<file path="src/rtl/motor_pkg.sv">
// Shared types and helpers for the motor drive output stage.
// Defines speed and steering codes, the FSM state encoding and the speed-to-duty map.
package motor_pkg;

    typedef enum logic [1:0] {
        StOff   = 2'd0,
        StRun   = 2'd1,
        StBrake = 2'd2
    } state_e;

    localparam logic [2:0] SPEED_STOP = 3'd0;
    localparam logic [2:0] SPEED_SLOW = 3'd1;
    localparam logic [2:0] SPEED_MED  = 3'd2;
    localparam logic [2:0] SPEED_HIGH = 3'd3;

    localparam logic [1:0] STEER_STRAIGHT = 2'd0;
    localparam logic [1:0] STEER_RIGHT    = 2'd1;
    localparam logic [1:0] STEER_LEFT     = 2'd2;

    // Codes 4..7 are unused by the upstream controller and map to a stop.
    function automatic int unsigned speed_to_duty(input logic [2:0] code,
                                                  input int unsigned slow,
                                                  input int unsigned med,
                                                  input int unsigned high);
        case (code)
            SPEED_STOP: return 0;
            SPEED_SLOW: return slow;
            SPEED_MED:  return med;
            SPEED_HIGH: return high;
            default:    return 0;
        endcase
    endfunction

endpackage

</file>
<file path="src/rtl/pwm_gen.sv">
// Single-wheel PWM generator: free-running counter, duty latched at the period
// boundary so a new duty never takes effect mid-period, registered compare.
module pwm_gen #(
    parameter int unsigned PWM_BITS = 8
) (
    input  logic                clk,
    input  logic                clr_n,
    input  logic                run,
    input  logic [PWM_BITS-1:0] duty,
    output logic                pwm
);

    logic [PWM_BITS-1:0] cnt_q;
    logic [PWM_BITS-1:0] latch_q;
    logic                pwm_q;

    // Counter, period-boundary duty latch and compare; all held clear while stopped.
    always_ff @(posedge clk or negedge clr_n) begin
        if (!clr_n) begin
            cnt_q   <= '0;
            latch_q <= '0;
            pwm_q   <= 1'b0;
        end else if (!run) begin
            cnt_q   <= '0;
            latch_q <= '0;
            pwm_q   <= 1'b0;
        end else begin
            cnt_q <= cnt_q + 1'b1;
            if (&cnt_q) begin
                latch_q <= duty;
            end
            pwm_q <= (cnt_q < latch_q);
        end
    end

    // Gate with run so the output drops the same cycle the drive turns off.
    assign pwm = pwm_q & run;

endmodule

</file>
<file path="src/rtl/motor_drive.sv">
// Motor H-bridge and lamp driver fed by the car control FSM.
// Ramped wheel duty, differential steering, brake lamp and blinking indicators.
// Build option: define MOTOR_SOFT_RAMP_EN for prescaled ramp/brake stepping;
// without it the duty jumps straight to target (RUN) or to zero (BRAKE).
module motor_drive
    import motor_pkg::*;
#(
    parameter int unsigned PWM_BITS   = 8,
    parameter int unsigned RAMP_DIV   = 1024,
    parameter int unsigned RAMP_STEP  = 4,
    parameter int unsigned BRAKE_STEP = 16,
    parameter int unsigned DUTY_SLOW  = 64,
    parameter int unsigned DUTY_MED   = 128,
    parameter int unsigned DUTY_HIGH  = 224,
    parameter int unsigned BLINK_HALF = 12500000
) (
    input  logic                clk,
    input  logic                clr_n,
    input  logic                en,
    input  logic [2:0]          speed,
    input  logic [1:0]          steer,
    input  logic                tl,
    input  logic                rh,
    input  logic                lh,
    output logic                pwm_l,
    output logic                pwm_r,
    output logic                brake_lamp,
    output logic                ind_l,
    output logic                ind_r,
    output logic [PWM_BITS-1:0] duty_cur,
    output logic                at_target
);

    localparam int unsigned BLINK_W = $clog2(BLINK_HALF + 1);

    state_e              state_q, state_d;
    logic [PWM_BITS-1:0] duty_q, duty_d;
    logic [PWM_BITS-1:0] target;
    logic [PWM_BITS-1:0] duty_l, duty_r;
    logic                at_target_q, at_target_d;
    logic                run;

    assign target = PWM_BITS'(speed_to_duty(speed, DUTY_SLOW, DUTY_MED, DUTY_HIGH));
    assign run    = (state_q != StOff);

    // Next-state logic; dropping en wins over everything, including tl.
    always_comb begin
        state_d = state_q;
        if (!en) begin
            state_d = StOff;
        end else begin
            unique case (state_q)
                StOff:   state_d = StRun;
                StRun:   if (tl)  state_d = StBrake;
                StBrake: if (!tl) state_d = StRun;
                default: state_d = StOff;
            endcase
        end
    end

`ifdef MOTOR_SOFT_RAMP_EN
    localparam int unsigned PRE_W = $clog2(RAMP_DIV + 1);
    localparam logic [PWM_BITS-1:0] RSTEP = PWM_BITS'(RAMP_STEP);
    localparam logic [PWM_BITS-1:0] BSTEP = PWM_BITS'(BRAKE_STEP);

    logic [PRE_W-1:0] presc_q, presc_d;
    logic             tick;

    assign tick = run && (presc_q == PRE_W'(RAMP_DIV - 1));

    // Prescaler restarts on every entry to RUN so the first step lands a full tick later.
    always_comb begin
        presc_d = presc_q + 1'b1;
        if (state_d == StOff || (state_d == StRun && state_q != StRun) || tick) begin
            presc_d = '0;
        end
    end

    // Ramp prescaler register.
    always_ff @(posedge clk or negedge clr_n) begin
        if (!clr_n) presc_q <= '0;
        else        presc_q <= presc_d;
    end

    // Duty stepping: approach target without overshoot in RUN, saturating decay in BRAKE.
    always_comb begin
        duty_d = duty_q;
        if (!en) begin
            duty_d = '0;
        end else begin
            unique case (state_q)
                StRun: begin
                    if (tick) begin
                        if (duty_q < target) begin
                            duty_d = (target - duty_q > RSTEP) ? duty_q + RSTEP : target;
                        end else if (duty_q > target) begin
                            duty_d = (duty_q - target > RSTEP) ? duty_q - RSTEP : target;
                        end
                    end
                end
                StBrake: begin
                    if (tick) begin
                        duty_d = (duty_q > BSTEP) ? duty_q - BSTEP : '0;
                    end
                end
                default: duty_d = '0;
            endcase
        end
    end
`else
    // Duty follows target directly in RUN and collapses to zero in BRAKE.
    always_comb begin
        duty_d = '0;
        if (en && state_q == StRun) begin
            duty_d = target;
        end
    end
`endif

    // Only report on-target while staying in RUN, so leaving RUN clears it at once.
    always_comb begin
        at_target_d = (state_q == StRun) && (state_d == StRun) && (duty_q == target);
    end

    // State, duty and at-target registers.
    always_ff @(posedge clk or negedge clr_n) begin
        if (!clr_n) begin
            state_q     <= StOff;
            duty_q      <= '0;
            at_target_q <= 1'b0;
        end else begin
            state_q     <= state_d;
            duty_q      <= duty_d;
            at_target_q <= at_target_d;
        end
    end

    // Differential steering: the inside wheel runs at half duty.
    always_comb begin
        duty_l = duty_q;
        duty_r = duty_q;
        case (steer)
            STEER_STRAIGHT: ;
            STEER_RIGHT:    duty_r = duty_q >> 1;
            STEER_LEFT:     duty_l = duty_q >> 1;
            default:        ;
        endcase
    end

    pwm_gen #(.PWM_BITS(PWM_BITS)) u_pwm_l (
        .clk   (clk),
        .clr_n (clr_n),
        .run   (run),
        .duty  (duty_l),
        .pwm   (pwm_l)
    );

    pwm_gen #(.PWM_BITS(PWM_BITS)) u_pwm_r (
        .clk   (clk),
        .clr_n (clr_n),
        .run   (run),
        .duty  (duty_r),
        .pwm   (pwm_r)
    );

    logic               lh_q, rh_q;
    logic [BLINK_W-1:0] blink_q;
    logic               phase_q;
    logic               ind_rise;

    assign ind_rise = (lh & ~lh_q) | (rh & ~rh_q);

    // Blink timer; a fresh indicator request restarts it in the lit phase.
    always_ff @(posedge clk or negedge clr_n) begin
        if (!clr_n) begin
            lh_q    <= 1'b0;
            rh_q    <= 1'b0;
            blink_q <= '0;
            phase_q <= 1'b0;
        end else begin
            lh_q <= lh;
            rh_q <= rh;
            if (ind_rise) begin
                blink_q <= '0;
                phase_q <= 1'b1;
            end else if (blink_q == BLINK_W'(BLINK_HALF - 1)) begin
                blink_q <= '0;
                phase_q <= ~phase_q;
            end else begin
                blink_q <= blink_q + 1'b1;
            end
        end
    end

    assign ind_l      = en & lh & phase_q;
    assign ind_r      = en & rh & phase_q;
    assign brake_lamp = (state_q == StBrake);
    assign duty_cur   = duty_q;
    assign at_target  = at_target_q;

endmodule

</file>
<file path="config.mk">
export PLATFORM = sky130hd
export DESIGN_NAME = motor_drive
export DESIGN_NICKNAME = d
export VERILOG_FILES = /design/src/rtl/motor_pkg.sv /design/src/rtl/pwm_gen.sv /design/src/rtl/motor_drive.sv
export SDC_FILE = /design/constraint.sdc
export NUM_CORES = 1
export LEC_CHECK = 0
export ABC_AREA = 1
export BUFFER_PORTS_ARGS = -buffer_cell sky130_fd_sc_hd__buf_2
export CAP_MARGIN = 25
export CORE_UTILIZATION = 30
export DETAILED_ROUTE_END_ITERATION = 16
export GPL_TIMING_DRIVEN = 0
export PLACE_DENSITY = 0.47
export SLEW_MARGIN = 20
export SYNTH_ARGS = -nofsm -noshare
export SYNTH_HDL_FRONTEND = slang
export SYNTH_SLANG_ARGS = --single-unit
export TNS_END_PERCENT = 100
</file>
<file path="constraint.sdc">
create_clock -name clk -period 2.15 [get_ports clk]
set_clock_uncertainty 0.1 [all_clocks]
set_input_delay 0.1075 -clock clk [delete_from_list [all_inputs] [get_ports clk]]
set_output_delay 0.1075 -clock clk [all_outputs]
set_load 0.05 [all_outputs]
</file>
==> impl_results.md, run 1 <==
* Die Span Y at roughly 100 um
* Die ar. at about 11000 sq um
* RSZ-0062 raised after global routing: no
* Die width at 104 um
* Post-route ant nets at 0
* Placed standard-cell area at between 3000 and 4000 sq um
* Fill cells at approximately 1100
* Mapped cell area at around 3100 sq um
* Row count at 36
* Total number of vias at roughly 2600
* Period minus WS final at roughly 1.9 ns
* Port Buf Inserts at 19
* Period utilization at between 80% and 90%
* CP delay by family, top: buffers and inverters
* CP arrival at roughly 2.1 ns
* GRT overflow at 0
* Max-slew violations at 0
* Clock-pin slew on the worst setup and hold paths at 0.07 ns
* Initial Util at about a third
* Syn Area/Cell at 7.74 sq um
* Final hold violation count at 0
* Critical-path cell list: nor2_2 > inv_1 > buf_2 > a21oi_1 > dlygate4sd3_1
* Top Layer Used: met4
* Max Cap Viol at 0
* CP max FO at 10
* Drt drc at 0
* Final #Nets at around 470
* Slew headroom at approximately two thirds
* Worst-skew pair later-pin latency at between 0.3 and 0.4 ns
* Post-DP HPWL at between 4000 and 5000 um
* Ys Warns at 0
* Vias in the first global route at 2668
* Slowest-stage cell, CP: dlygate4sd3_1
* Clock Sinks at 59
* Outcome: finished, final reports clean
* WL met2 at roughly 3200 um
* Post-synth ARST share at 100%
* First-pass GRT wire length at roughly 12000 um
* Flops & latches, synth at roughly 60
* Crit-path max cell delay at ~0.56 ns
* Main synth FF type: dfrtp_1
* Crit Path Class: reg -> reg
* Avg WL per Cell at roughly 11 um
* Critical Path End Type: flip-flop
* Final Util at roughly 38%
* Layout cells sized above 1 at between 10% and 20%
* Leakage power at between 1.5 and 2 nW
* Total track usage at around 14%
* H-Tree Depth at 3
* Hold Path Class: in -> reg
* Largest net degree at the start of global routing at 48
* Deepest clock path buffer count at 2
* Dpl ws at roughly 0.48 ns
* Via density per instance at roughly 4.4
* Detailed Route WL at approximately 6700 um
* WP data required at 2.34 ns
* Post-synth EDFFs at 0
* Design area at roughly 3800 sq um
* Area growth syn-to-layout at 20.3%
* Placer congestion estimate at between 0.7 and 0.8
* Num CTS Buffers at 9
* Multi-input logic area at 1430 sq um
* # IOs at 25
* Setup TNS at 0 ns
* Yosys cell types at 30
* N_diodes at 0
* VDD IR max at between 0.2 and 0.3 mV
* Sequential area share after synthesis at between 40% and 50%
* Total power at roughly 0.0027 W
* Gate Count Post-Synth at 406
* Slew at the pin with the worst max-slew slack at between 0.5 and 0.6 ns
* WL met1 at roughly 3200 um
* Core area at between 9000 and 10000 sq um
* CP Launch Type: flip-flop
* Setup Viol. Count Final at 0
* Met3 routed WL at 194 um
* Worst Slack Setup Final at between 0.2 and 0.3 ns
* DRT Pass-1 Iters at 4
* Initial antenna violation count at 0
* CTS tree: yes
* Fmax achieved at approximately 0.54 GHz
* Worst Path Buf+Inv at 3
* Power Density at a little over 700 nW/um^2
* CTS Root Cell: clkbuf_8
* Iter 0 DRT Violations at 89
* Register Area at between 1000 and 1500 sq um
==> power breakdown <==
group	internal (W)	switching, W	leakage [nW]
clock	0.000762	0.000453	0.112
sequential	0.00115	0.0000281	0.803
combinational	0.0000930	0.000182	0.820
total	0.00201	0.000664	1.74
==> routing by layer <==
layer | vias up | track usage (%)
met1 | 1170 | 17.0
met4 | 0 | 5.71
li1 | 1352 | -
met3 | 11 | 4.32
met2 | 27 | 23.2
met5 | - | 0
==> cell usage after synthesis (all sizes together), types with 5 or more instances <==
master / number / area, sq um
nand3: 23 / 120
buf: 8 / 58.8
inv: 50 / 188
nand2: 94 / 365
ha: 9 / 113
nand4: 5 / 31.3
xor2: 8 / 70.1
o21ai: 13 / 68.8
nor3: 11 / 55.1
dfrtp: 59 / 1480
a21oi: 18 / 90.1
nor2: 92 / 380
==> layout by cell type (no fill, tap or decap), types with 2 or more instances in the layout <==
| cell type | n |
|---|---|
| nand2_1 | 89 |
| nor2_1 | 84 |
| dfrtp_1 | 59 |
| inv_1 | 50 |
| nand3_1 | 22 |
| buf_2 | 20 |
| a21oi_1 | 18 |
| o21ai_0 | 12 |
| nor3_1 | 11 |
| dlygate4sd3_1 | 10 |
| ha_1 | 9 |
| clkbuf_8 | 9 |
| xor2_1 | 8 |
| buf_4 | 6 |
| nor2_2 | 5 |
| nand2_2 | 5 |
| nand4_1 | 5 |
| conb_1 | 5 |
| nor2_4 | 3 |
| xnor2_1 | 3 |
| bufinv_16 | 3 |
| a21boi_0 | 2 |
| o211a_1 | 2 |
| a211oi_1 | 2 |
==> flip-flops by register name (all words and copies together), names as in the netlist <==
signal	cells
rh_q	1
state_q	2
phase_q	1
u_pwm_l.pwm_q	1
lh_q	1
duty_cur	3
u_pwm_l.latch_q	4
blink_q	24
u_pwm_r.cnt_q	8
u_pwm_l.cnt_q	8
at_target	1
u_pwm_r.latch_q	4
u_pwm_r.pwm_q	1
==> path summary, 6_finish.rpt <==
kind | startpoint | end | slack [ns] | cells after the start
max | state_q[1] | state_q[0] | 0.29 | 5
min | steer[1] | u_pwm_r.latch_q[4] | 0.02 | 4
max reg2reg | state_q[1] | state_q[0] | 0.29 | 5
min reg2reg | u_pwm_r.cnt_q[0] | u_pwm_r.cnt_q[0] | 0.36 | 1
max in group asynchronous | clr_n | u_pwm_r.cnt_q[1] | 1.41 | 3
min in group asynchronous | clr_n | blink_q[4] | 0.06 | 2
==> timing repair <==
item	4_1_cts	5_1_grt
gates resized for setup	0	2
endpoints found under the hold margin	67	0
endpoints found under the setup margin	0	2
hold buffers	10	0
buffers inserted	0	0
==> kinds of logic (layout without fill, tap and decap cells) <==
| logic type | Yosys count | count (layout) | share of synthesized area (%) |
|---|---|---|---|
| simple gates | 228 | 228 | 31.0 |
| compound gates | 39 | 39 | 7.29 |
| flops | 59 | 59 | 47.0 |
| other cells | 1 | 5 | 0.119 |
| xor+xnor | 11 | 11 | 3.07 |
| fa+ha+maj | 9 | 9 | 3.58 |
| buf+inv | 59 | 104 | 7.96 |
==> metrics by stage <==
| stage | hold WS [ns] | std cells |
|---|---|---|
| 5_1_grt | 0.0455 | 588 |
| 4_1_cts | 0.00120 | 588 |
| 3_3_place_gp | 0.130 | 562 |
| 6_report | 0.0192 | 588 |
| 3_5_place_dp | -0.121 | 563 |
| 2_1_floorplan | -0.288 | 410 |
==> area by class of cell <==
type,count,area share [%]
flip-flops and latches,59,39.0
multi-input cells,292,37.9
repair buffers,30,5.96
inverters,50,4.96
well taps,133,4.40
clock buffers,10,3.38
clock inverters,5,2.71
plain buffers,9,1.69
==> tightest hold or removal path: cells and delay by family <==
kind	cells	cell delay [ns]
simple gates	2	0.17
compound gates	1	0.06
buf+inv	1	0.09
Note: power is estimated with default switching activity, not from simulation.
==> inputs of run 2 (changes only) <==
--- a/config.mk
+++ b/config.mk
@@ -9,9 +9,10 @@
 export BUFFER_PORTS_ARGS = -buffer_cell sky130_fd_sc_hd__buf_2
 export CAP_MARGIN = 25
 export CORE_UTILIZATION = 30
+export CTS_BUF_LIST = sky130_fd_sc_hd__clkbuf_8
 export DETAILED_ROUTE_END_ITERATION = 16
 export GPL_TIMING_DRIVEN = 0
-export PLACE_DENSITY = 0.47
+export PLACE_DENSITY_LB_ADDON = 0.15
 export SLEW_MARGIN = 20
 export SYNTH_ARGS = -nofsm -noshare
 export SYNTH_HDL_FRONTEND = slang
==> impl_results.md, run 2 (synthesis gave the netlist of run 1 again) <==
* First-pass GRT wire length at 11600 um (was 12100 um)
* Most frequent cells in the layout: nand2_1 (89), nor2_1 (84), dfrtp_1 (59), inv_1 (52), nand3_1 (22) (was nand2_1 (89), nor2_1 (84), dfrtp_1 (59), inv_1 (50), nand3_1 (22))
* Slew headroom at 65.4% (was 64.8%)
* Register Area at 1480 sq um (unchanged)
* Crit Path Class: reg -> out (was reg -> reg)
* CTS tree: yes (unchanged)
* Placer congestion estimate at 0.779 (was 0.772)
* Period utilization at 90.2% (was 86.4%)
* Register with the most flip-flops: blink_q (unchanged)
* CP Launch Type: flip-flop (unchanged)
* Iter 0 DRT Violations at 32 (was 89)
* Post-route ant nets at 0 (unchanged)
* CP arrival at 1.73 ns (was 2.05 ns)
* Crit-path max cell delay at 0.45 ns (was 0.56 ns)
* Setup Viol. Count Final at 0 (unchanged)
* Leakage power at 1.74 nW (about the same)
* Die Span Y at 104 um (unchanged)
* Core area at 9950 sq um (unchanged)
* Critical Path End Type: primary output (was flip-flop)
* Initial antenna violation count at 0 (unchanged)
* Critical-path cell list: nor2_2 > clkbuf_1 > nor2_1 > buf_2 (was nor2_2 > inv_1 > buf_2 > a21oi_1 > dlygate4sd3_1)
* Detailed Route WL at 6450 um (was 6660 um)
* Worst hold stages at 4 (unchanged)
* Die width at 104 um (unchanged)
* Num CTS Buffers at 9 (unchanged)
* # IOs at 25 (unchanged)
* Period minus WS final at 1.94 ns (was 1.86 ns)
* Largest net degree at the start of global routing at 44 (was 48)
* CTS Root Cell: clkbuf_8 (unchanged)
* Clock Sinks at 59 (unchanged)
* Via density per instance at 4.33 (was 4.35)
* Total number of vias at 2550 (was 2560)
* Hold EP: u_pwm_r.latch_q[4] (unchanged)
* Slew at the pin with the worst max-slew slack at 0.519 ns (was 0.527 ns)
* GRT overflow at 0 (unchanged)
* RSZ-0062 raised after global routing: no (unchanged)
* Setup TNS at 0 ns (unchanged)
* Final hold violation count at 0 (unchanged)
* R2R Path End: state_q[0] (unchanged)
* WP data required at 1.94 ns (was 2.34 ns)
* Area growth syn-to-layout at 20.7% (was 20.3%)
* R2R cell count at 5 (unchanged)
* Power Density at 709 nW/um^2 (was 707 nW/um^2)
* Layout cells sized above 1 at 12.9% (was 13.2%)
* Total track usage at 13.4% (was 14.1%)
* Commonest non-fill, non-tap cell in the layout: nand2_1 (unchanged)
* Outcome: finished, final reports clean (unchanged)
* Worst-skew pair later-pin latency at 0.33 ns (was 0.35 ns)
* Max reg flops at 24 (unchanged)
* Avg WL per Cell at 10.9 um (was 11.3 um)
* Reg2Reg Setup Slack at 0.29 ns (about the same)
* HP Start: steer[1] (unchanged)
* VDD IR max at 0.379 mV (was 0.297 mV)
* Dpl ws at 0.520 ns (was 0.484 ns)
* Reg-to-reg startpoint: state_q[1] (unchanged)
* Fmax achieved at 0.516 GHz (was 0.538 GHz)
* Vias in the first global route at 2587 (was 2668)
* Post-DP HPWL at 4860 um (about the same)
* Multi-input logic area at 1430 sq um (unchanged)
* CP max FO at 10 (unchanged)
* Largest registers: blink_q (24), u_pwm_l.cnt_q (8), u_pwm_r.cnt_q (8) (unchanged)
* Final Util at 38.1% (was 38.0%)
* Drt drc at 0 (unchanged)
* Slowest-stage cell, CP: clkbuf_1 (was dlygate4sd3_1)
* Total power at 0.00269 W (was 0.00267 W)
* Max Cap Viol at 0 (unchanged)
* Worst Slack Setup Final at 0.211 ns (was 0.292 ns)
* Port Buf Inserts at 19 (unchanged)
* Max-slew violations at 0 (unchanged)
* N_diodes at 0 (unchanged)
* H-Tree Depth at 3 (unchanged)
* Row count at 36 (unchanged)
* DRT Pass-1 Iters at 4 (unchanged)
* Fill cells at 1046 (was 1070)
* Hold Path Class: in -> reg (unchanged)
* Die ar. at 10900 sq um (unchanged)
* Clock-pin slew on the worst setup and hold paths at 0.07 ns (about the same)
* Deepest clock path buffer count at 2 (unchanged)
* Initial Util at 31.6% (unchanged)
* Final #Nets at 471 (unchanged)
run 2: changes by cell type in the layout (fill, tap and decap cells not counted):
cell and delta:
inv_1 +2, clkbuf_8 +1, clkbuf_2 -1, clkinv_2 -1
run 2: per-layer routing:
layer	vias up	track usage, %	part of all wire, %
met1	1149	15.8	48
met2	39	23.0	47
met3	8	4.07	3.5
met4	0	4.59	1.5
li1	1354	-	-
met5	-	0	0
run 2: area by class of cell:
class	instances	share of cell area (%)
Timing Repair Buffer	30	5.94
Clock inverter	6	2.77
Buffer	9	1.65
Inverter	50	4.95
Sequential cell	59	38.9
Multi-Input combinational cell	292	37.7
Tap cell	133	4.39
Clock buffer	10	3.63
run 2: through the flow:
stage,instance area (sq um),hold slack (ns),instances
finish,3790,0.0298,589
global route,3790,0.0653,589
CTS,3790,0.0132,589
detailed placement,3450,-0.0948,563
global placement,3420,0.131,562
floorplan,3160,-0.288,410
run 2: worst max path at each step:
stage / from / end / slack [ns] / depth (start not counted)
after detailed placement: blink_q[0] / blink_q[15] / 0.52 / 8
after CTS: state_q[1] / pwm_l / 0.15 / 4
final: state_q[1] / pwm_r / 0.21 / 4
after floorplan: phase_q / ind_l / 0.50 / 2
after global routing: state_q[1] / pwm_r / 0.01 / 4
after global placement: blink_q[0] / blink_q[15] / 0.53 / 8
run 2: timing repair:
| item | CTS | global route |
|---|---|---|
| buffers inserted | 0 | 0 |
| setup endpoints to repair | 0 | 0 |
| hold endpoints to repair | 67 | 0 |
| resized for setup | 0 | 0 |
| hold buffers | 10 | 0 |
run 2: report_power, final:
| part | switching (W) | internal (W) |
|---|---|---|
| combinational | 0.000181 | 0.0000931 |
| sequential | 0.0000279 | 0.00115 |
| clock | 0.000438 | 0.000793 |
run 2: critical path, delay by kind of cell, from the launching register on:
| family | cells | cell delay, ns |
|---|---|---|
| and+or+nand+nor | 2 | 0.31 |
| buffers and inverters | 2 | 0.67 |
| DFF | 1 | 0.40 |
==> inputs of run 3 (changes only) <==
--- a/config.mk
+++ b/config.mk
@@ -8,10 +8,12 @@
 export ABC_AREA = 1
 export BUFFER_PORTS_ARGS = -buffer_cell sky130_fd_sc_hd__buf_2
 export CAP_MARGIN = 25
+export CORE_ASPECT_RATIO = 1.4
 export CORE_UTILIZATION = 30
-export CTS_BUF_LIST = sky130_fd_sc_hd__clkbuf_8
+export CTS_BUF_LIST = sky130_fd_sc_hd__clkbuf_2 sky130_fd_sc_hd__clkbuf_4 sky130_fd_sc_hd__clkbuf_8
 export DETAILED_ROUTE_END_ITERATION = 16
 export GPL_TIMING_DRIVEN = 0
+export MAX_ROUTING_LAYER = met4
 export PLACE_DENSITY_LB_ADDON = 0.15
 export SLEW_MARGIN = 20
 export SYNTH_ARGS = -nofsm -noshare
==> impl_results.md, run 3 (synthesis gave the netlist of run 1 again) <==
* Outcome: finished, final reports clean (unchanged)
* CTS Root Cell: clkbuf_8 (unchanged)
* Reg-to-reg startpoint: state_q[1] (unchanged)
* Slew headroom at 65.0% (was 65.4%)
* GRT overflow at 0 (unchanged)
* Fill cells at 1073 (was 1046)
* Register Area at 1480 sq um (unchanged)
* H-Tree Depth at 3 (unchanged)
* Cts repair resizes at 0 (unchanged)
* HP Start: steer[1] (unchanged)
* Hold EP: u_pwm_r.latch_q[4] (unchanged)
* DRT Pass-1 Iters at 4 (unchanged)
* Fmax achieved at 0.511 GHz (was 0.516 GHz)
* VDD IR max at 0.362 mV (was 0.379 mV)
* Clock-pin slew on the worst setup and hold paths at 0.06 ns (was 0.07 ns)
* Via density per instance at 4.35 (was 4.33)
* Multi-input logic area at 1430 sq um (unchanged)
* Setup Buffers After CTS at 0 (unchanged)
* Largest registers: blink_q (24), u_pwm_l.cnt_q (8), u_pwm_r.cnt_q (8) (unchanged)
* First-pass GRT wire length at 11700 um (was 11600 um)
* CP Launch Type: flip-flop (unchanged)
* Final hold violation count at 0 (unchanged)
* Commonest non-fill, non-tap cell in the layout: nand2_1 (unchanged)
* Worst hold slack at 0.0464 ns (was 0.0298 ns)
* Initial Util at 31.2% (was 31.6%)
* Crit Path Class: reg -> out (unchanged)
* Setup Viol. Count Final at 0 (unchanged)
* Top Layer Used: met4 (unchanged)
* Detailed Route WL at 6870 um (was 6450 um)
* WL met2 at 3680 um (was 3040 um)
* Avg WL per Cell at 11.6 um (was 10.9 um)
* Reg2Reg Setup Slack at 0.28 ns (was 0.29 ns)
* Core area at 10100 sq um (was 9950 sq um)
* Max reg flops at 24 (unchanged)
* Iter 0 DRT Violations at 77 (was 32)
* Final #Nets at 472 (was 471)
* Layout cells sized above 1 at 13.2% (was 12.9%)
* Dpl ws at 0.481 ns (was 0.520 ns)
* Met3 routed WL at 152 um (was 224 um)
* Worst hold stages at 4 (unchanged)
* CP arrival at 1.75 ns (was 1.73 ns)
* Critical Path End Type: primary output (unchanged)
* Num CTS Buffers at 9 (unchanged)
* R2R Path End: state_q[0] (unchanged)
* Drt drc at 0 (unchanged)
* Row count at 43 (was 36)
* # IOs at 25 (unchanged)
* Period minus WS final at 1.96 ns (was 1.94 ns)
* Worst-skew pair later-pin latency at 0.33 ns (about the same)
* Post-route ant nets at 0 (unchanged)
* Vias in the first global route at 2613 (was 2587)
* Post-DP HPWL at 5100 um (was 4860 um)
* Deepest clock path buffer count at 2 (unchanged)
* Largest net degree at the start of global routing at 43 (was 44)
* Slew at the pin with the worst max-slew slack at 0.525 ns (was 0.519 ns)
* CP max FO at 10 (unchanged)
* Clock Sinks at 59 (unchanged)
* Hold Path Class: in -> reg (unchanged)
* Die Span Y at 123 um (was 104 um)
* Port Buf Inserts at 19 (unchanged)
* Leakage power at 1.73 nW (was 1.74 nW)
* Total number of vias at 2571 (was 2550)
* CTS tree: yes (unchanged)
* Max-slew violations at 0 (unchanged)
* WP data required at 1.94 ns (about the same)
* WL met1 at 2930 um (was 3090 um)
* Total track usage at 14.8% (was 13.4%)
* Die ar. at 10900 sq um (about the same)
* Most frequent cells in the layout: nand2_1 (89), nor2_1 (84), dfrtp_1 (59), inv_1 (50), nand3_1 (22) (was nand2_1 (89), nor2_1 (84), dfrtp_1 (59), inv_1 (52), nand3_1 (22))
* RSZ-0062 raised after global routing: no (unchanged)
* Worst Slack Setup Final at 0.192 ns (was 0.211 ns)
* Register with the most flip-flops: blink_q (unchanged)
* Period utilization at 91.0% (was 90.2%)
* Area growth syn-to-layout at 19.7% (was 20.7%)
* Placer congestion estimate at 0.806 (was 0.779)
* Power Density at 664 nW/um^2 (was 709 nW/um^2)
* Initial antenna violation count at 0 (unchanged)
* Setup TNS at 0 ns (unchanged)
* N_diodes at 0 (unchanged)
* Max Cap Viol at 0 (unchanged)
* Die width at 88.5 um (was 104 um)
* R2R cell count at 5 (unchanged)
-- run 3: cell count changes in the layout (fill, tap and decap cells not counted) --
cell           change
clkinv_2           +1
dlygate4sd3_1      +1
clkinvlp_4         -1
bufinv_16          -2
inv_1              -2
clkbuf_4           +2
clkbuf_8           +1
-- run 3: layout make-up --
type,count,area share [%]
Buffer,9,1.66
Clock buffer,13,4.42
Clock inverter,2,0.931
Inverter,50,4.99
Multi-Input combinational cell,292,38.0
Sequential cell,59,39.2
Tap cell,135,4.49
Timing Repair Buffer,31,6.25
-- run 3: layer usage --
| layer | GRT usage, % | up-vias |
|---|---|---|
| li1 | - | 1354 |
| met1 | 15.5 | 1187 |
| met2 | 26.4 | 22 |
| met3 | 2.60 | 8 |
| met4 | 7.26 | 0 |
| met5 | - | - |
-- run 3: repair_timing --
item	CTS	global route
endpoints found under the setup margin	0	0
endpoints found under the hold margin	67	0
hold buffers	11	0
-- run 3: worst max-delay path: stages, from the launching register on --
cell      delay (ns)
dfrtp_1         0.40
nor2_2          0.25
clkbuf_1        0.44
nor2_1          0.10
buf_2           0.23
-- run 3: worst max-delay path by stage --
stage,from,endpoint,depth (start not counted)
final,state_q[1],pwm_l,4
after global routing,state_q[1],pwm_l,4
after CTS,state_q[1],pwm_l,4
after detailed placement,state_q[1],pwm_l,4
after global placement,state_q[1],pwm_l,4
after floorplan,phase_q,ind_l,2
-- run 3: where the power goes --
part,internal (W),switching (W),leakage [nW]
combinational,0.0000942,0.000183,0.820
clock,0.000617,0.000422,0.106
sequential,0.00115,0.0000291,0.803
-- run 3: metrics by stage --
step | power (W) | cell area, sq um | utilization, % | std cells
floorplan | 0.00138 | 3160 | - | 410
global placement | 0.00146 | 3420 | 34.0 | 564
CTS | 0.00255 | 3760 | 37.4 | 591
global route | 0.00263 | 3760 | 37.4 | 591
finish | 0.00250 | 3760 | 37.4 | 591
detailed placement | 0.00147 | 3450 | 34.3 | 565
